**config.mk**
```make
export PLATFORM = sky130hd
export DESIGN_NAME = squ_bash_loader_flat
export DESIGN_NICKNAME = d
export VERILOG_FILES = /design/src/rtl/squ_bash_loader_if.sv /design/src/rtl/squ_bash_loader.sv /design/src/flat_wrapper.sv
export SDC_FILE = /design/constraint.sdc
export NUM_CORES = 1
export LEC_CHECK = 0
export ABC_AREA = 1
export CORE_ASPECT_RATIO = 1.5
export CORE_MARGIN = 5
export CORE_UTILIZATION = 40
export CTS_CLUSTER_DIAMETER = 100
export DETAILED_ROUTE_END_ITERATION = 8
export GPL_TIMING_DRIVEN = 1
export HOLD_SLACK_MARGIN = 0.05
export PLACE_DENSITY = 0.67
export SETUP_SLACK_MARGIN = 0.5
export SLEW_MARGIN = 20
export SYNTH_ARGS = -nofsm -noshare
export SYNTH_HDL_FRONTEND = slang
export SYNTH_SLANG_ARGS = --single-unit
```
**constraint.sdc**
```tcl
create_clock -name clk_i -period 3 [get_ports clk_i]
set_input_delay 0.3 -clock clk_i [delete_from_list [all_inputs] [get_ports clk_i]]
set_output_delay 0.3 -clock clk_i [all_outputs]
set_load 0.02 [all_outputs]
```
**src/rtl/squ_bash_loader_if.sv**
```systemverilog
`default_nettype none
// ============================================================================
// Module      : squ_bash_loader_if
// Description : Avalon-MM read-master and bias-FIFO write-port bundle for the
//               squeeze bias loader. The master modport is the loader side.
// Revision    : 1.0 - initial release
// ============================================================================
interface squ_bash_loader_if #(
  parameter int ADDR_W = 32
);
  // Avalon-MM pipelined read master
  logic [ADDR_W-1:0] m_address_o;
  logic              m_read_o;
  logic              m_waitrequest_i;
  logic [63:0]       m_readdata_i;
  logic              m_readdatavalid_i;

  // Bias FIFO write side
  logic              fifo_squ_bash_clr_o;
  logic [63:0]       fifo_squ_bash_wr_data_o;
  logic              fifo_squ_bash_wr_en_o;
  logic [6:0]        fifo_squ_bash_data_count_i;

  modport master (
    output m_address_o,
    output m_read_o,
    input  m_waitrequest_i,
    input  m_readdata_i,
    input  m_readdatavalid_i,
    output fifo_squ_bash_clr_o,
    output fifo_squ_bash_wr_data_o,
    output fifo_squ_bash_wr_en_o,
    input  fifo_squ_bash_data_count_i
  );

  modport slave (
    input  m_address_o,
    input  m_read_o,
    output m_waitrequest_i,
    output m_readdata_i,
    output m_readdatavalid_i,
    input  fifo_squ_bash_clr_o,
    input  fifo_squ_bash_wr_data_o,
    input  fifo_squ_bash_wr_en_o,
    output fifo_squ_bash_data_count_i
  );
endinterface
`default_nettype wire

```
**src/rtl/squ_bash_loader.sv**
```systemverilog
`default_nettype none
// ============================================================================
// Module      : squ_bash_loader
// Description : Fetches the packed 8-bit squeeze biases (eight per 64-bit word)
//               over an Avalon-MM pipelined read master and pushes each word
//               unmodified into the bias FIFO, throttled by FIFO fill level.
// Revision    : 1.0 - initial release
// ============================================================================
module squ_bash_loader #(
  parameter int ADDR_W          = 32,
  parameter int MAX_OUTSTANDING = 8,
  parameter int FIFO_LIMIT      = 120
) (
  input  logic              clk_i,
  input  logic              rst_n_i,
  input  logic              start_i,
  input  logic [9:0]        no_of_squ_kernals_i,
  input  logic [ADDR_W-1:0] bash_base_addr_i,
  output logic              busy_o,
  output logic              done_o,
  squ_bash_loader_if.master bus
);

  localparam int                OUT_W        = $clog2(MAX_OUTSTANDING + 1);
  localparam logic [OUT_W-1:0]  c_max_out    = OUT_W'(MAX_OUTSTANDING);
  localparam logic [7:0]        c_fifo_limit = 8'(FIFO_LIMIT);
  localparam logic [ADDR_W-1:0] c_align_mask = ~ADDR_W'(7);

  localparam logic [2:0] c_st_idle  = 3'd0;
  localparam logic [2:0] c_st_clr1  = 3'd1;
  localparam logic [2:0] c_st_clr2  = 3'd2;
  localparam logic [2:0] c_st_issue = 3'd3;
  localparam logic [2:0] c_st_drain = 3'd4;
  localparam logic [2:0] c_st_done  = 3'd5;

  logic [2:0]        r_state;
  logic [2:0]        w_next;
  logic [10:0]       r_total;
  logic [ADDR_W-1:0] r_base;
  logic [10:0]       r_issued;
  logic [10:0]       r_received;
  logic [OUT_W-1:0]  r_out;
  logic              r_hold;
  logic              r_done;
  logic              r_wr_en;
  logic [63:0]       r_wr_data;

  logic              w_start_ok;
  logic              w_accept;
  logic              w_rx_ok;
  logic              w_dec;
  logic [7:0]        w_fill;
  logic              w_can_issue;
  logic              w_read;
  logic              w_clr;
  logic              w_busy;
  logic [10:0]       w_total;

  // Start is honoured only when no job is in flight.
  assign w_start_ok = start_i && ((r_state == c_st_idle) || (r_state == c_st_done));
  // Eight kernels share one word, so K>>3 is the index of the last word.
  assign w_total    = {1'b0, no_of_squ_kernals_i >> 3} + 11'd1;
  assign w_accept   = w_read && !bus.m_waitrequest_i;
  // Data returning outside an active fetch, or past the job length, is dropped.
  assign w_rx_ok    = bus.m_readdatavalid_i
                      && ((r_state == c_st_issue) || (r_state == c_st_drain))
                      && (r_received < r_total);
  assign w_dec      = w_rx_ok && (r_out != '0);
  // Reads in flight will land in the FIFO later, so they count against the fill level.
  assign w_fill      = 8'(bus.fifo_squ_bash_data_count_i) + 8'(r_out);
  assign w_can_issue = (r_issued < r_total) && (r_out < c_max_out) && (w_fill < c_fifo_limit);

  assign bus.m_address_o             = r_base + ADDR_W'({r_issued, 3'b000});
  assign bus.m_read_o                = w_read;
  assign bus.fifo_squ_bash_clr_o     = w_clr;
  assign bus.fifo_squ_bash_wr_en_o   = r_wr_en;
  assign bus.fifo_squ_bash_wr_data_o = r_wr_data;
  assign busy_o                      = w_busy;
  assign done_o                      = r_done;

  // State register.
  always_ff @(posedge clk_i or negedge rst_n_i) begin
    if (!rst_n_i) r_state <= c_st_idle;
    else          r_state <= w_next;
  end

  // Next-state logic.
  always_comb begin
    w_next = r_state;
    case (r_state)
      c_st_idle:  if (w_start_ok) w_next = c_st_clr1;
      c_st_clr1:  w_next = c_st_clr2;
      c_st_clr2:  w_next = c_st_issue;
      c_st_issue: if (w_accept && ((r_issued + 11'd1) == r_total)) w_next = c_st_drain;
      c_st_drain: if (r_received == r_total) w_next = c_st_done;
      c_st_done:  if (w_start_ok) w_next = c_st_clr1;
      default:    w_next = c_st_idle;
    endcase
  end

  // Outputs decoded from state; a stalled read stays asserted until accepted.
  always_comb begin
    w_busy = 1'b0;
    w_clr  = 1'b0;
    w_read = 1'b0;
    case (r_state)
      c_st_clr1:  begin w_busy = 1'b1; w_clr = 1'b1; end
      c_st_clr2:  w_busy = 1'b1;
      c_st_issue: begin w_busy = 1'b1; w_read = r_hold || w_can_issue; end
      c_st_drain: w_busy = 1'b1;
      default:    ;
    endcase
  end

  // Job configuration, captured on an accepted start only.
  always_ff @(posedge clk_i or negedge rst_n_i) begin
    if (!rst_n_i) begin
      r_total <= '0;
      r_base  <= '0;
    end else if (w_start_ok) begin
      r_total <= w_total;
      r_base  <= bash_base_addr_i & c_align_mask;
    end
  end

  // Issue / receive / outstanding counters and the stall hold flag.
  always_ff @(posedge clk_i or negedge rst_n_i) begin
    if (!rst_n_i) begin
      r_issued   <= '0;
      r_received <= '0;
      r_out      <= '0;
      r_hold     <= 1'b0;
    end else if (r_state == c_st_clr1) begin
      r_issued   <= '0;
      r_received <= '0;
      r_out      <= '0;
      r_hold     <= 1'b0;
    end else begin
      r_hold <= w_read && bus.m_waitrequest_i;
      if (w_accept) r_issued   <= r_issued + 11'd1;
      if (w_rx_ok)  r_received <= r_received + 11'd1;
      case ({w_accept, w_dec})
        2'b10:   r_out <= r_out + 1'b1;
        2'b01:   r_out <= r_out - 1'b1;
        default: r_out <= r_out;
      endcase
    end
  end

  // FIFO write port: returned data registered one cycle, passed through as-is.
  always_ff @(posedge clk_i or negedge rst_n_i) begin
    if (!rst_n_i) begin
      r_wr_en   <= 1'b0;
      r_wr_data <= '0;
    end else begin
      r_wr_en <= w_rx_ok;
      if (w_rx_ok) r_wr_data <= bus.m_readdata_i;
    end
  end

  // Done pulse on the single cycle the FSM enters DONE.
  always_ff @(posedge clk_i or negedge rst_n_i) begin
    if (!rst_n_i) r_done <= 1'b0;
    else          r_done <= (w_next == c_st_done) && (r_state != c_st_done);
  end

endmodule
`default_nettype wire

```
**src/flat_wrapper.sv**
```systemverilog
// flat-port wrapper written by rule: the top's interface ports become plain ports
module squ_bash_loader_flat 
#(
  parameter int ADDR_W          = 32,
  parameter int MAX_OUTSTANDING = 8,
  parameter int FIFO_LIMIT      = 120
)
  (clk_i, rst_n_i, start_i, no_of_squ_kernals_i, bash_base_addr_i, busy_o, done_o, bus_m_address_o, bus_m_read_o, bus_m_waitrequest_i, bus_m_readdata_i, bus_m_readdatavalid_i, bus_fifo_squ_bash_clr_o, bus_fifo_squ_bash_wr_data_o, bus_fifo_squ_bash_wr_en_o, bus_fifo_squ_bash_data_count_i);
  squ_bash_loader_if #(.ADDR_W(ADDR_W)) bus_i ();
  input  logic clk_i;
  input  logic rst_n_i;
  input  logic start_i;
  input  logic [9:0] no_of_squ_kernals_i;
  input  logic [ADDR_W-1:0] bash_base_addr_i;
  output logic busy_o;
  output logic done_o;
  output wire logic [$bits(bus_i.m_address_o)-1:0] bus_m_address_o;
  output wire logic [$bits(bus_i.m_read_o)-1:0] bus_m_read_o;
  input wire logic [$bits(bus_i.m_waitrequest_i)-1:0] bus_m_waitrequest_i;
  input wire logic [$bits(bus_i.m_readdata_i)-1:0] bus_m_readdata_i;
  input wire logic [$bits(bus_i.m_readdatavalid_i)-1:0] bus_m_readdatavalid_i;
  output wire logic [$bits(bus_i.fifo_squ_bash_clr_o)-1:0] bus_fifo_squ_bash_clr_o;
  output wire logic [$bits(bus_i.fifo_squ_bash_wr_data_o)-1:0] bus_fifo_squ_bash_wr_data_o;
  output wire logic [$bits(bus_i.fifo_squ_bash_wr_en_o)-1:0] bus_fifo_squ_bash_wr_en_o;
  input wire logic [$bits(bus_i.fifo_squ_bash_data_count_i)-1:0] bus_fifo_squ_bash_data_count_i;
  assign bus_m_address_o = bus_i.m_address_o;
  assign bus_m_read_o = bus_i.m_read_o;
  assign bus_i.m_waitrequest_i = bus_m_waitrequest_i;
  assign bus_i.m_readdata_i = bus_m_readdata_i;
  assign bus_i.m_readdatavalid_i = bus_m_readdatavalid_i;
  assign bus_fifo_squ_bash_clr_o = bus_i.fifo_squ_bash_clr_o;
  assign bus_fifo_squ_bash_wr_data_o = bus_i.fifo_squ_bash_wr_data_o;
  assign bus_fifo_squ_bash_wr_en_o = bus_i.fifo_squ_bash_wr_en_o;
  assign bus_i.fifo_squ_bash_data_count_i = bus_fifo_squ_bash_data_count_i;
  squ_bash_loader #(.ADDR_W(ADDR_W), .MAX_OUTSTANDING(MAX_OUTSTANDING), .FIFO_LIMIT(FIFO_LIMIT)) u_core (.clk_i(clk_i), .rst_n_i(rst_n_i), .start_i(start_i), .no_of_squ_kernals_i(no_of_squ_kernals_i), .bash_base_addr_i(bash_base_addr_i), .busy_o(busy_o), .done_o(done_o), .bus(bus_i));
endmodule
```
# Word level (Yosys, flattened, before mapping)
# Index checks and enable logic that the tools add are counted.
[totals]
register_bits = 136
output_inout_bits = 101
[op_classes]
add_sub_neg = 7
n_reduce_logical = 21
order_cmp = 4
n_eq_ne = 11
n_mux = 14
[op_table]
columns = ["cell", "count"]
rows = [
  ["$mux 11", 4],
  ["$add 32x14->32", 1],
  ["$add 11x1->11 const B", 2],
  ["$eq 11x11->1", 2],
  ["$lt 11x11->1", 2],
  ["$pmux 3 s5", 1],
  ["$logic_and 1x1->1", 10],
  ["$eq 3x3->1 const B", 3],
  ["$mux 3", 3],
  ["$add 7x1->8 const B", 1],
  ["$add 7x4->8", 1],
  ["$lt 8x7->1 const B", 1],
  ["$pmux 4 s2", 1],
  ["$eq 3x2->1 const B", 2],
  ["$add 4x1->4 const B", 1],
  ["$lt 4x4->1 const B", 1],
  ["$mux 1", 4],
  ["$mux 4", 1],
  ["$reduce_bool 2->1", 2],
  ["$reduce_bool 4->1", 1],
  ["$reduce_or 4->1", 1],
  ["$sub 4x1->4 const B", 1],
  ["$eq 3x1->1 const B", 1],
  ["$logic_not 3->1", 1],
  ["other kinds (7)", 9],
]

# Logic depth before layout (Yosys ltp)
[depth]
ltp_word = 11
ltp_mapped = 22

# Worst setup path after synthesis
# Ideal clock, no wire load.
[synth_timing]
path_kind = "reg-to-output"
start = "register u_core.r_issued[0]"
end = "output bus_m_address_o[29]"
setup_slack_ns = 0.386
required_ns = 2.700
path_stages_with_launch = 12
t_arrival_ns = 2.314
n_path_buf = 0
path_cell_list = "dfrtp_1 ha_1 inv_1 fa_1 o21ai_2 nand3_2 nand3_2 nand4_4 nor2_2 nand3_2 nor2_1 xor2_1"
[synth_via]
elab_chain_len = 1
[synth_rtl]
columns = ["element", "line", "rtl"]
rows = [
  ["from (decl)", "squ_bash_loader.sv:40", "logic [10:0] r_issued;"],
  ["from (signal assigned)", "squ_bash_loader.sv:140", "if (w_accept) r_issued <= r_issued + 11'd1;"],
  ["$add 32x14->32", "squ_bash_loader.sv:73", "assign bus.m_address_o = r_base + ADDR_W'({r_issued, 3'b000});"],
  ["to (decl)", "flat_wrapper.sv:17", "output wire logic [$bits(bus_i.m_address_o)-1:0] bus_m_address_o;"],
]
# No other way between the ends.

# Worst setup path in the final report
# Ends and elaborated chain as after synthesis.

==> summary.txt <==
Outcome
  – Status: finished, final reports clean

Clock tree
  – CTS Sinks: 133
  – CTS Buffer Depth: 2
  – Clock network latency to the later pin of the worst-skew pair: roughly 420 ps
  – Worst-path clk slew: 60 ps
  – H-tree Lvls: 4
  – CTS tree: yes
  – Root Buffer: clkbuf_16
  – CTS buffer count: 17

Floorplanning
  – Initial core utilization: 0.409
  – Die Ht: 174 um
  – Die area: 20700 um2
  – Rows: 59
  – Io pins: between 200 and 250
  – Core Box Area: around 17000 um2
  – Die X: 119 um

Layout
  – Fraction of layout cells with a size suffix above 1: 0.160
  – Area grow syn2layout: 51.6%
  – # fillers: around 1.5k
  – Antenna cell count: 0
  – Commonest non-fill, non-tap cell in the layout: nand2_1
  – Most frequent cells in the layout: nand2_1, clkdlybuf4s50_1, dfrtp_1
  – NumNets Final: 1310

Setup path
  – Critical path class: register to output pin
  – Crit path launch type: register
  – Crit path DAT: 2580 ps
  – Crit path capture type: output pin
  – CP max FO: 3
  – WP data required: 2700 ps

Power and ir drop
  – Power consumption: 11500 uW
  – Clock power frac: 0.208
  – Logic gate share of total power: 0.515
  – NetSw: 4780 uW
  – Power Density: roughly 1100 nW/um2
  – Internal cell power: 6700 uW
  – VDD IR-drop max: 0.536 mV
  – Leakage: roughly 0.0054 uW
  – Sw Share: 0.416
  – Reg power frac: 0.278

Yosys
  – Yosys warnings: 0
  – Synth Area per Inst: 7.93 um2
  – Yosys top cell by area: dfrtp_1
  – Seq cells post-synth: 133
  – Post-Syn Instances: 900
  – Synth unique cells: 44
  – Register area share after synthesis: 0.467
  – Post-synth top area share: 0.467
  – Leading post-synthesis cells by cell area: dfrtp_1, nand2_1, ha_1
  – Mapped Area: 7130 um2

STA
  – Tcrit/Tclk final: 0.960
  – Skew final: 11.3 ps
  – Worst slew pin tran: 618 ps
  – Max-slew violations: 0
  – Rel. slew slack: 0.584
  – Min cycle time layout: 2880 ps
  – Final hold vios: 0
  – Final setup fails: 0
  – RSZ-0062 raised after global routing: yes
  – Hold_ws: 393 ps
  – F_max: 347 MHz

GRT
  – First-pass GRT wire length: 33000 um
  – GRT overflow: 0
  – Largest net degree at the start of global routing: 60
  – Number of antenna violations at the first check in global routing: 0
  – Total track usage: 0.198
  – Vias in the first global route: 6735

Drt
  – Drt wl/cell: 15.1 um
  – DR vias: 6672
  – Vias per cell: 4.83
  – DRT Pass-1 Iters: 5
  – DRT antenna net count: 0
  – DRC errors left: 0
  – DRT iter0 DRCs: 257
  – Drt total wl: 20900 um

Job
  – Maxcap violations: 0

Place
  – Placer Congestion: ~0.92
  – Hpwl dp: 14900 um
  – IO buf count: 209

Min path
  – Worst Hold Class: input port to asynchronous set/reset pin
[routing by layer]
metal,global-route usage,share of wire
met1,0.197,0.36
met2,0.372,0.54
met3,0.0650,0.075
met4,0.0778,0.026
met5,0,0
[worst max-delay path: stages, from the launching register on]
cell	delay (ps)
dfrtp_1	390
ha_2	210
inv_2	40
fa_2	370
o21ai_4	170
nand3_2	100
nand3_4	110
nand4_4	100
nor2_4	190
nand3_4	100
nor2_4	110
xor2_2	120
buf_4	150
[flip-flops by register name, indices dropped and copies added, names as in the netlist]
signal / cells
u_core.r_received: 11
u_core.done_o: 1
u_core.r_total: 8
u_core.bus.fifo_squ_bash_wr_en_o: 1
u_core.bus.fifo_squ_bash_wr_data_o: 64
u_core.r_hold: 1
u_core.r_state: 3
u_core.r_base: 29
u_core.r_out: 4
u_core.r_issued: 11
[synth_stat cells (all sizes together)]
cell and number:
a211oi 1, a21o 2, a21oi 31, a31oi 3, and2 1, buf 17
clkbuf 9, clkinv 1, conb 1, dfrtp 133, fa 2, ha 35
inv 84, nand2 385, nand3 35, nand3b 2, nand4 11, nor2 42
nor3 18, nor3b 2, nor4 2, o211a 1, o21ai 34, o21bai 1
o22ai 7, o31ai 1, o41ai 1, or2 1, xnor2 11, xor2 26
[cells by family (layout without fill, tap and decap cells)]
group                      after synthesis  after routing  synth area share
other                                    1              3          0.000526
and+or+nand+nor                        499            499             0.293
DFF                                    133            133             0.467
AOI/OAI and AO/OA                       82             82            0.0633
adders and majority gates               37             37            0.0670
xor gates and xnor gates                37             37            0.0454
buffers and inverters                  111            377            0.0640
[power groups by stage]
stage	clock [uW]	sequential, uW	combinational, uW
floorplan	0	3590	2590
CTS	2430	3170	5680
detailed placement	0	3140	5460
global placement	0	3130	5390
finish	2380	3190	5910
global route	2520	3290	6450
[timing repair]
item	CTS	global route
endpoints found under the hold margin	50	0
pin swaps	27	24
endpoints found under the setup margin	31	36
resized for setup	168	46
hold buffers	1	0
setup buffers	14	12
[area by class of cell]
type / instances / area, um2 / area share
multi-input cells: 658 / 3730 / 0.345
flip-flops and latches: 133 / 3330 / 0.308
repair buffers: 260 / 2490 / 0.230
clock buffers: 17 / 425 / 0.0393
inverters: 85 / 329 / 0.0304
well taps: 213 / 267 / 0.0246
clock inverters: 15 / 239 / 0.0221
[path summary, 6_finish.rpt]
kind                                       from                                     end  slack (ps)  cells after the start
max                          u_core.r_issued[0]                     bus_m_address_o[29]         120                     12
min                                     rst_n_i                       u_core.r_base[13]         390                      2
max reg2reg                   u_core.r_total[2]                         u_core.r_out[3]         470                     16
min reg2reg                u_core.r_received[9]                    u_core.r_received[9]         460                      2
max in group asynchronous               rst_n_i  u_core.bus.fifo_squ_bash_wr_data_o[45]        1860                      3
min in group clk_i         bus_m_readdata_i[26]  u_core.bus.fifo_squ_bash_wr_data_o[26]         410                      3
[through the flow]
| step | cells | setup TNS, ps | area, um2 | worst slack, ps | utilization |
|---|---|---|---|---|---|
| after floorplan | 902 | 0 | 7160 | 495 | - |
| after global placement | 1322 | 0 | 9610 | 43.8 | 0.551 |
| after detailed placement | 1322 | 0 | 9610 | 28.5 | 0.551 |
| after CTS | 1369 | 0 | 10600 | 120 | 0.607 |
| after global routing | 1381 | -19.0 | 10800 | -19.0 | 0.621 |
| final | 1381 | 0 | 10800 | 119 | 0.621 |
Note: power is estimated with default switching activity, not from simulation.
